===== config.mk =====
export PLATFORM = sky130hd
export DESIGN_NAME = dec_2to4_reg_flat
export DESIGN_NICKNAME = d
export VERILOG_FILES = /design/src/rtl/dec_2to4_reg_if.sv /design/src/rtl/dec_2to4_reg.sv /design/src/flat_wrapper.sv
export SDC_FILE = /design/constraint.sdc
export NUM_CORES = 1
export LEC_CHECK = 0
export CORE_AREA = 2 2 39 41
export DETAILED_ROUTE_END_ITERATION = 10
export DIE_AREA = 0 0 41 43
export PLACE_DENSITY = 0.39
export SLEW_MARGIN = 15
export SYNTH_ARGS = -nofsm -noshare
export SYNTH_HDL_FRONTEND = slang
export SYNTH_SLANG_ARGS = --single-unit

===== constraint.sdc =====
create_clock -name clk -period 0.8 [get_ports clk]
set_clock_uncertainty 0.05 [all_clocks]
set_input_delay 0.16 -clock clk [delete_from_list [all_inputs] [get_ports clk]]
set_output_delay 0.16 -clock clk [all_outputs]
set_load 0.03 [all_outputs]

===== src/rtl/dec_2to4_reg_if.sv =====
// Decoder bus: select/enable inputs and the four decoded lines plus valid.
// The master drives en/a/b and the slave (the decoder) drives the outputs.
interface dec_2to4_reg_if;
  logic en;
  logic a;
  logic b;
  logic y0;
  logic y1;
  logic y2;
  logic y3;
  logic valid;

  modport master (output en, a, b, input y0, y1, y2, y3, valid);
  modport slave  (input en, a, b, output y0, y1, y2, y3, valid);
endinterface


===== src/rtl/dec_2to4_reg.sv =====
// 2-to-4 one-hot decoder with an optional output register and selectable output polarity.
// When the output register is bypassed, the outputs are combinational and rst has no effect on them.
module dec_2to4_reg #(
  parameter bit REGISTERED = 1'b1,
  parameter bit ACTIVE_LOW = 1'b0
) (
  input  logic           clk,
  input  logic           rst,
  dec_2to4_reg_if.slave  bus
);

  logic [3:0] dec_c;
  logic [3:0] y_act;
  logic       valid_act;

  always_comb begin
    dec_c = 4'b0000;
    if (bus.en) dec_c[{bus.b, bus.a}] = 1'b1;
  end

  // Decode is kept active-high internally; polarity is applied only at the pins.
  generate
    if (REGISTERED) begin : g_reg
      logic [3:0] y_d;
      logic [3:0] y_q;
      logic       valid_d;
      logic       valid_q;

      always_comb begin
        y_d     = dec_c;
        valid_d = bus.en;
        if (rst) begin
          y_d     = 4'b0000;
          valid_d = 1'b0;
        end
      end

      always_ff @(posedge clk) begin
        y_q     <= y_d;
        valid_q <= valid_d;
      end

      assign y_act     = y_q;
      assign valid_act = valid_q;
    end else begin : g_comb
      assign y_act     = dec_c;
      assign valid_act = bus.en;
    end
  endgenerate

  assign {bus.y3, bus.y2, bus.y1, bus.y0} = ACTIVE_LOW ? ~y_act : y_act;
  assign bus.valid = valid_act;

endmodule


===== src/flat_wrapper.sv =====
// flat-port wrapper written by rule: the top's interface ports become plain ports
module dec_2to4_reg_flat 
#(
  parameter bit REGISTERED = 1'b1,
  parameter bit ACTIVE_LOW = 1'b0
)
  (clk, rst, bus_en, bus_a, bus_b, bus_y0, bus_y1, bus_y2, bus_y3, bus_valid);
  dec_2to4_reg_if bus_i ();
  input  logic clk;
  input  logic rst;
  input wire logic [$bits(bus_i.en)-1:0] bus_en;
  input wire logic [$bits(bus_i.a)-1:0] bus_a;
  input wire logic [$bits(bus_i.b)-1:0] bus_b;
  output wire logic [$bits(bus_i.y0)-1:0] bus_y0;
  output wire logic [$bits(bus_i.y1)-1:0] bus_y1;
  output wire logic [$bits(bus_i.y2)-1:0] bus_y2;
  output wire logic [$bits(bus_i.y3)-1:0] bus_y3;
  output wire logic [$bits(bus_i.valid)-1:0] bus_valid;
  assign bus_i.en = bus_en;
  assign bus_i.a = bus_a;
  assign bus_i.b = bus_b;
  assign bus_y0 = bus_i.y0;
  assign bus_y1 = bus_i.y1;
  assign bus_y2 = bus_i.y2;
  assign bus_y3 = bus_i.y3;
  assign bus_valid = bus_i.valid;
  dec_2to4_reg #(.REGISTERED(REGISTERED), .ACTIVE_LOW(ACTIVE_LOW)) u_core (.clk(clk), .rst(rst), .bus(bus_i));
endmodule

==> run metrics <==
Worst slew margin between 80% and 90%; placed cell areas 248 sq um; worst-path fanout max 1; Worst EP arrival around 0.67 ns; Seq/Total Area, Yosys 66.7%; TritonCTS Buffers 3; routed wire length per instance 9.00 microns; Die Span Y 43 microns; Layout area overhead 103%; Peak VDD IR 252 uV; Hold Crit Class in2reg; initial core utilization a little over a tenth; Setup-failing EPs final 5; CTS max path bufs 2; Setup CP Type reg2out; maximum clock rate between 1000 and 1500 MHz; DR vias/cell between 3 and 4; final core utilization roughly 22%; max-cap check violation count 0; Worst Setup Slack, final -0.0830 ns; leakage power total about 0.14 nW; Reg clk slew, reported paths 0.04 ns; startpoint types flip-flop; Top Family by Delay on Critical Path flip-flops; Post-Syn Area roughly 150 sq um; RSZ-0062 raised after global routing yes; Pwr per Cell Area about 2000 nW/um^2; final hold viol count 0; period utilization 110%; syn_area_per_cell between 15 and 20 sq um; crit path max-delay cell type dfxtp_2; Die Width 41 microns; internal cell power 0.000482 W; status finished with violations; post-synthesis net count 15; gr usage total ~4.6%; clock sink count 5; CP Buf/Inv Count 1; initial drt markers 0; Sw Ratio 20.9%; count of pins over their slew limit 0; warnings from Yosys 0; Req. time, crit path roughly 0.59 ns; Combinational Power Share between 10% and 20%; final net count 29; crit-path max cell delay between 0.3 and 0.4 ns; Routability Congestion 0.530; Detail Route Antenna Nets 0; clock power share between 40% and 50%; antenna violations before repair 0; Post-Synthesis Cells 10; IO Pins 10; CTS tree done; Net Switching around 0.00013 W; Synth cell types 5; Reg power frac about 43%; CTS root buf clkbuf_4; slew at the pin with the worst max-slew slack 0.186 ns; vias in the first global route 130; Overflow after GRT 0; largest net degree at the start of global routing 6; most frequent cells in the layout 5 x buf_6, 5 x dfxtp_2, 3 x clkbuf_4, 3 x dlygate4sd2_1, 2 x and4bb_2; Crit. End Element output port; DRC Markers 0; antenna cells 0; core area 1380 sq um; minimum clock period 0.883 ns; share of layout cells above drive strength 1 between 60% and 70%; H-tree depth 1; failing checks setup timing; Std-Cell Rows 14; crit-path cells buf_6; total number of vias 130; post-synthesis register bit count 5; first-pass GRT wire length about 430 microns; post-layout instance area 304 sq um; DR pass1 iterations 1; Die ar. between 1500 and 2000 sq um; Port Buffers 9; WL final roughly 350 microns
power by group through the flow:
stage          combinational [W]  sequential, W  clock, W
2_1_floorplan         0.00000917       0.000281         0
3_3_place_gp           0.0000656       0.000264         0
3_5_place_dp           0.0000656       0.000265         0
4_1_cts                0.0000685       0.000263  0.000300
5_1_grt                0.0000716       0.000263  0.000311
6_report               0.0000663       0.000263  0.000280
sequential cells by signal, indices dropped and copies added, names as in the netlist:
register          count
u_core.g_reg.y_q      4
u_core.bus.valid      1
worst paths after layout:
path | start | endpoint | slack (ns) | depth (start not counted)
min | bus_en | u_core.bus.valid | 0.21 | 2
max | u_core.bus.valid | bus_valid | -0.08 | 1
cell usage after synthesis:
library cell  instances  area share (%)
dfxtp_1               5              67
and4bb_2              2              17
and4b_1               1             6.7
nor2b_1               1             4.2
nor4b_1               1             5.8
final cells by class:
| class | instances | area (sq um) |
|---|---|---|
| multi-input cells | 5 | 56.3 |
| well taps | 16 | 20.0 |
| repair buffers | 9 | 95.1 |
| clock buffers | 4 | 26.3 |
| fillers | 155 | 1080 |
| flip-flops and latches | 5 | 106 |
metrics by stage:
step | TNS [ns] | power (W) | std cells | setup WS [ns] | hold WS (ns)
after CTS | -0.477 | 0.000632 | 39 | -0.0991 | 0.244
after floorplan | 0 | 0.000290 | 10 | 0.131 | 0.182
after global placement | -1.27 | 0.000330 | 35 | -0.303 | 0.540
final | -0.404 | 0.000610 | 39 | -0.0830 | 0.208
after global routing | -0.521 | 0.000646 | 39 | -0.108 | 0.221
after detailed placement | -1.28 | 0.000330 | 35 | -0.313 | 0.540
layer usage:
layer / wire length (microns) / part of all wire, % / track usage, % / vias to the layer above
met2: 189 / 54 / 8.13 / 10
li1: - / - / - / 63
met4: 0 / 0 / 8.00 / 0
met1: 93 / 26 / 1.60 / 57
met5: 0 / 0 / 0 / -
met3: 68 / 19 / 1.57 / 0
cell families (layout without fill, tap and decap cells):
| family | after synthesis | after routing | share of synthesized area (%) |
|---|---|---|---|
| flops | 5 | 5 | 66.7 |
| simple gates | 5 | 5 | 33.3 |
| buf+inv | 0 | 13 | 0 |
timing repair:
action                     4_1_cts  5_1_grt
hold buffers                     0        0
setup endpoints to repair        9        8
gates resized for setup         14        1
setup buffers                    0        0
pin swaps                        0        0
(Power assumes the default switching activity.)
